`config.mk`:
```
export PLATFORM = sky130hd
export DESIGN_NAME = dbuf2ddr_flat
export DESIGN_NICKNAME = d
export VERILOG_FILES = /design/src/rtl/dbuf2ddr_if.sv /design/src/rtl/dbuf2ddr.sv /design/src/flat_wrapper.sv
export SDC_FILE = /design/constraint.sdc
export NUM_CORES = 1
export LEC_CHECK = 0
export BUFFER_PORTS_ARGS = -buffer_cell sky130_fd_sc_hd__buf_2
export CORE_MARGIN = 4
export CORE_UTILIZATION = 45
export CTS_BUF_LIST = sky130_fd_sc_hd__clkbuf_8 sky130_fd_sc_hd__clkbuf_16
export DETAILED_ROUTE_END_ITERATION = 10
export GPL_ROUTABILITY_DRIVEN = 0
export GPL_TIMING_DRIVEN = 0
export MAX_ROUTING_LAYER = met4
export PLACE_DENSITY = 0.71
export SLEW_MARGIN = 10
export SYNTH_ARGS = -nofsm -noshare
export SYNTH_HDL_FRONTEND = slang
export SYNTH_SLANG_ARGS = --single-unit
```
`constraint.sdc`:
```
create_clock -name clk -period 2.9 [get_ports clk]
set_clock_uncertainty 0.2 [all_clocks]
set_input_delay 0.435 -clock clk [delete_from_list [all_inputs] [get_ports clk]]
set_output_delay 0.435 -clock clk [all_outputs]
set_load 0.05 [all_outputs]
```
`src/rtl/dbuf2ddr_if.sv`:
```
// Bus bundle for dbuf2ddr: job control, 4-bank dbuf read port and DDR valid/ready stream.
// master = dbuf2ddr side, slave = environment side.
interface dbuf2ddr_if #(
  parameter int DATA_W = 8,
  parameter int BATCH  = 4,
  parameter int ADDR_W = 8
);
  localparam int DDR_W = DATA_W * BATCH;

  logic                   start;
  logic                   done;
  logic [2:0]             mode;
  logic [3:0]             ch_num;
  logic [3:0]             row_num;
  logic [3:0]             pix_num;
  logic [ADDR_W-1:0]      dbuf_rd_addr;
  logic [3:0]             dbuf_rd_en;
  logic [3:0][DDR_W-1:0]  dbuf_rd_data;
  logic [DDR_W-1:0]       ddr_data;
  logic                   ddr_valid;
  logic                   ddr_ready;

  modport master (
    input  start, mode, ch_num, row_num, pix_num, dbuf_rd_data, ddr_ready,
    output done, dbuf_rd_addr, dbuf_rd_en, ddr_data, ddr_valid
  );

  modport slave (
    output start, mode, ch_num, row_num, pix_num, dbuf_rd_data, ddr_ready,
    input  done, dbuf_rd_addr, dbuf_rd_en, ddr_data, ddr_valid
  );
endinterface

```
`src/rtl/dbuf2ddr.sv`:
```
// dbuf2ddr: reads dbuf banks in FC or CONV order into a 4-deep FIFO driving a valid/ready DDR stream.
// Optional macro DBUF2DDR_RELU_EN clamps negative DATA_W lanes to zero on FIFO entry.
module dbuf2ddr #(
  parameter int BUF_DEPTH = 256,
  parameter int ADDR_W    = $clog2(BUF_DEPTH),
  parameter int DATA_W    = 8,
  parameter int BATCH     = 4,
  parameter int DDR_W     = DATA_W * BATCH
) (
  input  logic       clk,
  input  logic       rst,
  dbuf2ddr_if.master bus
);
  typedef enum logic [1:0] {IDLE, RUN, DRAIN} state_t;

  state_t            r_state;
  logic              r_fc;
  logic [3:0]        r_ch_num, r_row_num, r_pix_num;
  logic [3:0]        r_ch_cnt, r_pix_cnt, r_row_cnt;
  logic [ADDR_W-1:0] r_rd_addr;
  logic [3:0]        r_rd_en;
  logic [1:0]        r_rd_bank;
  logic              r_ret_vld;
  logic [1:0]        r_ret_bank;
  logic              r_done;
  logic [DDR_W-1:0]  r_fifo [4];
  logic [1:0]        r_wptr, r_rptr;
  logic [2:0]        r_cnt;

  logic              w_valid, w_pop, w_issue, w_last_rd, w_final;
  logic [2:0]        w_pending;
  logic [1:0]        w_bank;
  logic [ADDR_W-1:0] w_addr;
  logic [DDR_W-1:0]  w_raw, w_push_data;
  logic              w_unused_mode;

  assign w_unused_mode = ^bus.mode[2:1];

  assign w_valid   = (r_cnt != 3'd0);
  assign w_pop     = w_valid & bus.ddr_ready;
  // Credit check: FIFO words plus reads still in the 2-stage return path must leave room for one more.
  assign w_pending = r_cnt + {2'b00, |r_rd_en} + {2'b00, r_ret_vld};
  assign w_issue   = (r_state == RUN) && (w_pending <= 3'd3);

  assign w_bank    = r_fc ? 2'b00 : {r_row_cnt[0], r_pix_cnt[0]};
  assign w_addr    = r_fc ? ADDR_W'(r_ch_cnt)
                          : ADDR_W'({r_ch_cnt, r_row_cnt[1], r_pix_cnt[3:1]});
  assign w_last_rd = (r_ch_cnt == r_ch_num) &&
                     (r_fc || ((r_pix_cnt == r_pix_num) && (r_row_cnt == r_row_num)));
  assign w_final   = (r_state == DRAIN) && w_pop && (r_cnt == 3'd1) &&
                     !r_ret_vld && (r_rd_en == 4'd0);

  assign w_raw = bus.dbuf_rd_data[r_ret_bank];

  always_comb begin
    w_push_data = w_raw;
`ifdef DBUF2DDR_RELU_EN
    for (int unsigned i = 0; i < BATCH; i++)
      if (w_raw[i*DATA_W + DATA_W - 1]) w_push_data[i*DATA_W +: DATA_W] = '0;
`endif
  end

  always_ff @(posedge clk) begin
    if (rst) begin
      r_state    <= IDLE;
      r_done     <= 1'b1;
      r_fc       <= 1'b0;
      r_ch_num   <= '0;
      r_row_num  <= '0;
      r_pix_num  <= '0;
      r_ch_cnt   <= '0;
      r_pix_cnt  <= '0;
      r_row_cnt  <= '0;
      r_rd_addr  <= '0;
      r_rd_en    <= '0;
      r_rd_bank  <= '0;
      r_ret_vld  <= 1'b0;
      r_ret_bank <= '0;
    end else begin
      r_rd_en    <= '0;
      r_ret_vld  <= |r_rd_en;
      r_ret_bank <= r_rd_bank;
      case (r_state)
        IDLE: begin
          if (bus.start) begin
            r_fc      <= bus.mode[0];
            r_ch_num  <= bus.ch_num;
            r_row_num <= bus.row_num;
            r_pix_num <= bus.pix_num;
            r_ch_cnt  <= '0;
            r_pix_cnt <= '0;
            r_row_cnt <= '0;
            r_done    <= 1'b0;
            r_state   <= RUN;
          end
        end
        RUN: begin
          if (w_issue) begin
            r_rd_en   <= 4'b0001 << w_bank;
            r_rd_addr <= w_addr;
            r_rd_bank <= w_bank;
            if (w_last_rd) begin
              r_state <= DRAIN;
            end else if (r_ch_cnt != r_ch_num) begin
              r_ch_cnt <= r_ch_cnt + 4'd1;
            end else begin
              // FC never reaches here: its last channel is also its last read.
              r_ch_cnt <= '0;
              if (r_pix_cnt != r_pix_num) begin
                r_pix_cnt <= r_pix_cnt + 4'd1;
              end else begin
                r_pix_cnt <= '0;
                r_row_cnt <= r_row_cnt + 4'd1;
              end
            end
          end
        end
        DRAIN: begin
          if (w_final) begin
            r_state <= IDLE;
            r_done  <= 1'b1;
          end
        end
        default: r_state <= IDLE;
      endcase
    end
  end

  always_ff @(posedge clk) begin
    if (rst) begin
      r_wptr <= '0;
      r_rptr <= '0;
      r_cnt  <= '0;
      for (int unsigned i = 0; i < 4; i++) r_fifo[i] <= '0;
    end else begin
      if (r_ret_vld) begin
        r_fifo[r_wptr] <= w_push_data;
        r_wptr         <= r_wptr + 2'd1;
      end
      if (w_pop) r_rptr <= r_rptr + 2'd1;
      r_cnt <= r_cnt + {2'b00, r_ret_vld} - {2'b00, w_pop};
    end
  end

  assign bus.done         = r_done;
  assign bus.dbuf_rd_addr = r_rd_addr;
  assign bus.dbuf_rd_en   = r_rd_en;
  assign bus.ddr_valid    = w_valid;
  assign bus.ddr_data     = r_fifo[r_rptr];
endmodule

```
`src/flat_wrapper.sv`:
```
// flat-port wrapper written by rule: the top's interface ports become plain ports
module dbuf2ddr_flat 
#(
  parameter int BUF_DEPTH = 256,
  parameter int ADDR_W    = $clog2(BUF_DEPTH),
  parameter int DATA_W    = 8,
  parameter int BATCH     = 4,
  parameter int DDR_W     = DATA_W * BATCH
)
  (clk, rst, bus_start, bus_mode, bus_ch_num, bus_row_num, bus_pix_num, bus_dbuf_rd_data, bus_ddr_ready, bus_done, bus_dbuf_rd_addr, bus_dbuf_rd_en, bus_ddr_data, bus_ddr_valid);
  dbuf2ddr_if #(.DATA_W(DATA_W), .BATCH(BATCH), .ADDR_W(ADDR_W)) bus_i ();
  input  logic clk;
  input  logic rst;
  input wire logic [$bits(bus_i.start)-1:0] bus_start;
  input wire logic [$bits(bus_i.mode)-1:0] bus_mode;
  input wire logic [$bits(bus_i.ch_num)-1:0] bus_ch_num;
  input wire logic [$bits(bus_i.row_num)-1:0] bus_row_num;
  input wire logic [$bits(bus_i.pix_num)-1:0] bus_pix_num;
  input wire logic [$bits(bus_i.dbuf_rd_data)-1:0] bus_dbuf_rd_data;
  input wire logic [$bits(bus_i.ddr_ready)-1:0] bus_ddr_ready;
  output wire logic [$bits(bus_i.done)-1:0] bus_done;
  output wire logic [$bits(bus_i.dbuf_rd_addr)-1:0] bus_dbuf_rd_addr;
  output wire logic [$bits(bus_i.dbuf_rd_en)-1:0] bus_dbuf_rd_en;
  output wire logic [$bits(bus_i.ddr_data)-1:0] bus_ddr_data;
  output wire logic [$bits(bus_i.ddr_valid)-1:0] bus_ddr_valid;
  assign bus_i.start = bus_start;
  assign bus_i.mode = bus_mode;
  assign bus_i.ch_num = bus_ch_num;
  assign bus_i.row_num = bus_row_num;
  assign bus_i.pix_num = bus_pix_num;
  assign bus_i.dbuf_rd_data = bus_dbuf_rd_data;
  assign bus_i.ddr_ready = bus_ddr_ready;
  assign bus_done = bus_i.done;
  assign bus_dbuf_rd_addr = bus_i.dbuf_rd_addr;
  assign bus_dbuf_rd_en = bus_i.dbuf_rd_en;
  assign bus_ddr_data = bus_i.ddr_data;
  assign bus_ddr_valid = bus_i.ddr_valid;
  dbuf2ddr #(.BUF_DEPTH(BUF_DEPTH), .ADDR_W(ADDR_W), .DATA_W(DATA_W), .BATCH(BATCH), .DDR_W(DDR_W)) u_core (.clk(clk), .rst(rst), .bus(bus_i));
endmodule
```
==> flow_summary.toml <==
[setup_path]
rr_worst_depth = 10
reg2reg_slack_ps = 20
path_cells = "nor4_4, inv_1, fa_2, ha_4, xnor2_4, mux2i_2, or2_0, buf_6, or4_1, a31oi_1"
r2r_end = "u_core.r_ch_cnt[3]$_SDFFE_PP0P_"
worstSetupStartpointType = "flip-flop"
cp_slowest_cell = "or4_1"
worstSetupPathType = "reg2reg"
crit_arrival_ps = 3030
r2r_start = "u_core.bus.dbuf_rd_en[1]$_SDFF_PP0_"
cp_max_fo = 10
critPathCaptureType = "flip-flop"
cpPeakStageDelay_ps = 500
crit_required_ps = 3050

[sta]
slew_viol_final = 0
tightest_slew_ps = 1160
rsz0062_at_grt = "true"
hold_viol_final = 0
max_freq_ghz = 0.347
finalCriticalPeriod_ps = 2880
tns_ps = 0
slew_headroom = 0.219
post-route-period-util = 0.994
setup_viol = 0

[finish]
finalNonFillerCells = 1115
drive_gt1_frac = 0.370
multiInputGateArea_sq_um = 3640
fillCellCount = 1554
antenna_cells = 0
num-nets-final = 998
areaGrowthSynthToFinish_pct = 22.6
seqCellArea_sq_um = 4930

[hold_path]
min_path_type = "in2reg"
hold_start = "bus_pix_num[2]"
worstHoldPathCells = 3
min_to = "u_core.r_pix_num[2]$_SDFFE_PP0P_"

[logic_synthesis]
syn_inst = 631
synth_edf_count = 128
ys_warn_count = 0
synth_flop_cell = "edfxtp_1"
muxShareOfSynthArea = 0.175
yosys.area_share.simple = 0.164
synth_compound_area_frac = 0.0383
syn-cell-area_sq_um = 8690
async_flop_share = 0
avgSynthCellArea_sq_um = 13.8
ys_seq_elements = 182
yosys.area_share.adder = 0.0132
synth_xor_xnor_area_share = 0.0202
yosys.cell_types.count = 52
synth_top_family_by_area = "multiplexers"
syn-num-nets = 786
ys_seq_area_frac = 0.567

[clocking]
clk_latency_ps = 420
cts_tree = "built"
clk_path_buf_depth = 2
clk_pin_slew_ps = 70
clock-sinks = 182
cts_root_buf = "clkbuf_16"
cts-hold-fix-buffers = 0
cts_made_buffers = 17
cts_htree_levels = 4

[grt]
grt_pass1_vias = 6197
grt_pass1_wl_um = 32800
grt_overflow_total = 0
antenna_found_initial = 0
grt.total_usage = 0.200
grt_max_degree = 33

[floorplan]
die_x_um = 147
fp.dieH_um = 147
io_pins = 193
dieArea_sq_um = 21600
start_util = 0.462
rows = 50
coreArea_sq_um = 18800

[pwr]
peakVddDrop_uv = 460
pwr_density_cell_nw_per_um2 = 700
leakage_nw = 4.18

[drt]
wl_per_cell_um = 18.7
drc = 0
wirelength_um = 20800
dr_total_vias = 5866
ant_nets = 0
vias_per_cell = 5.26
drtIter0Drc = 373
firstDrtPassIters = 5

[run]
maxCapViolCount = 0

[placed_design]
hpwl_um = 14400
port_buffers = 189
dp.cells = 1080

[status]
status = "finished clean"
==> critical path: cells and delay by family, from the launching register on <==
family / cells / cell delay [ps]
DFF: 1 / 330
adders and majority gates: 2 / 570
buffers and inverters: 2 / 260
and+or+nand+nor: 3 / 1020
AOI/OAI and AO/OA: 1 / 130
xor gates and xnor gates: 1 / 210
muxes: 1 / 100
==> stage by stage <==
step	area [sq um]	power (mW)	hold slack, ps	worst slack [ps]	utilization
final	10700	7.46	41.7	17.3	0.566
after global placement	10000	5.20	242	-197	0.531
after global routing	10700	7.77	45.1	-135	0.566
after CTS	10600	7.46	26.2	-83.7	0.563
after detailed placement	10000	5.23	245	-168	0.531
after floorplan	8730	4.69	232	28.2	-
==> what timing repair did <==
action | in CTS | in global routing
hold endpoints to repair | 0 | 0
setup buffers | 1 | 3
endpoints found under the setup margin | 73 | 15
resized for setup | 7 | 9
pin swaps | 1 | 4
cloned | 0 | 0
==> kinds of logic after synthesis <==
group / Yosys count
DFF: 182
xor gates and xnor gates: 20
AOI/OAI and AO/OA: 49
muxes: 72
adders and majority gates: 8
buffers and inverters: 50
and+or+nand+nor: 250
==> power by group <==
part / internal [mW] / switching [mW]
Clock: 1.21 / 1.02
Combinational: 0.771 / 1.39
Sequential: 2.96 / 0.117
Total: 4.93 / 2.53
==> synth_stat cells, types with 6 or more instances <==
cell type,number,share of area
xor2_1,16,0.016
nor2_1,23,0.0099
inv_1,7,0.0030
clkbuf_1,35,0.015
buf_2,6,0.0035
and2_1,129,0.093
ha_1,6,0.0086
mux2i_1,8,0.0092
edfxtp_1,128,0.44
nand2b_1,7,0.0050
dfxtp_1,54,0.12
nand3b_1,9,0.0078
mux4_2,64,0.17
a211oi_1,7,0.0060
nand2_1,45,0.019
a21oi_1,20,0.012
==> cell usage in the layout (no fill, tap or decap), types with 3 or more instances in the layout <==
cell type,Yosys,routed
buf_2,6,192
and2_1,129,129
edfxtp_1,128,128
mux4_2,64,64
dfxtp_1,54,50
nand2_1,45,45
clkbuf_1,35,33
nor2_1,23,23
a21oi_1,20,20
clkbuf_16,0,17
xor2_1,16,16
nand3b_1,9,9
inv_1,7,7
buf_4,0,7
nand2b_1,7,7
mux2i_1,8,7
a211oi_1,7,7
nor2b_1,5,5
ha_1,6,5
a31oi_1,4,4
nand4_1,4,4
inv_6,0,4
nor4_1,5,3
nor3_1,3,3
xnor2_1,4,3
and3_1,3,3
inv_8,0,3
==> routing by layer <==
metal | wire length [um] | GRT usage | up-vias
li1 | - | - | 2774
met1 | 8730 | 0.253 | 2853
met2 | 10400 | 0.328 | 210
met3 | 1340 | 0.0404 | 29
met4 | 398 | 0.0648 | 0
met5 | 0 | - | -
==> worst max path at each step <==
stage	from	endpoint	cells after the start
after floorplan	u_core.bus.dbuf_rd_en[2]$_SDFF_PP0_	u_core.r_ch_cnt[3]$_SDFFE_PP0P_	10
after global placement	rst	u_core.r_fifo[3][29]$_DFFE_PP_	4
after detailed placement	u_core.bus.dbuf_rd_en[2]$_SDFF_PP0_	u_core.r_ch_cnt[3]$_SDFFE_PP0P_	10
after CTS	u_core.bus.dbuf_rd_en[1]$_SDFF_PP0_	u_core.r_ch_cnt[3]$_SDFFE_PP0P_	10
after global routing	u_core.bus.dbuf_rd_en[1]$_SDFF_PP0_	u_core.r_ch_cnt[3]$_SDFFE_PP0P_	10
final	u_core.bus.dbuf_rd_en[1]$_SDFF_PP0_	u_core.r_ch_cnt[3]$_SDFFE_PP0P_	10
==> sequential cells by signal, indices dropped and copies added, names as in the netlist, named ones only <==
name                     cells
u_core.r_fifo              128
u_core.bus.dbuf_rd_addr      8
u_core.bus.dbuf_rd_en        4
u_core.r_ch_cnt              4
u_core.r_ch_num              4
u_core.r_pix_cnt             4
u_core.r_pix_num             4
u_core.r_row_cnt             4
u_core.r_row_num             4
u_core.r_cnt                 3
u_core.r_rd_bank             2
u_core.r_ret_bank            2
u_core.r_rptr                2
u_core.r_state               2
u_core.r_wptr                2
u_core.bus.done              1
u_core.r_fc                  1
u_core.r_ret_vld             1
==> final cells by class <==
| type | instances | share of cell area |
|---|---|---|
| flip-flops and latches | 182 | 0.463 |
| multi-input cells | 399 | 0.342 |
| repair buffers | 193 | 0.0916 |
| clock buffers | 17 | 0.0399 |
| well taps | 260 | 0.0305 |
| plain buffers | 43 | 0.0174 |
| clock inverters | 14 | 0.0133 |
| inverters | 7 | 0.00247 |
(Power assumes the default switching activity.)
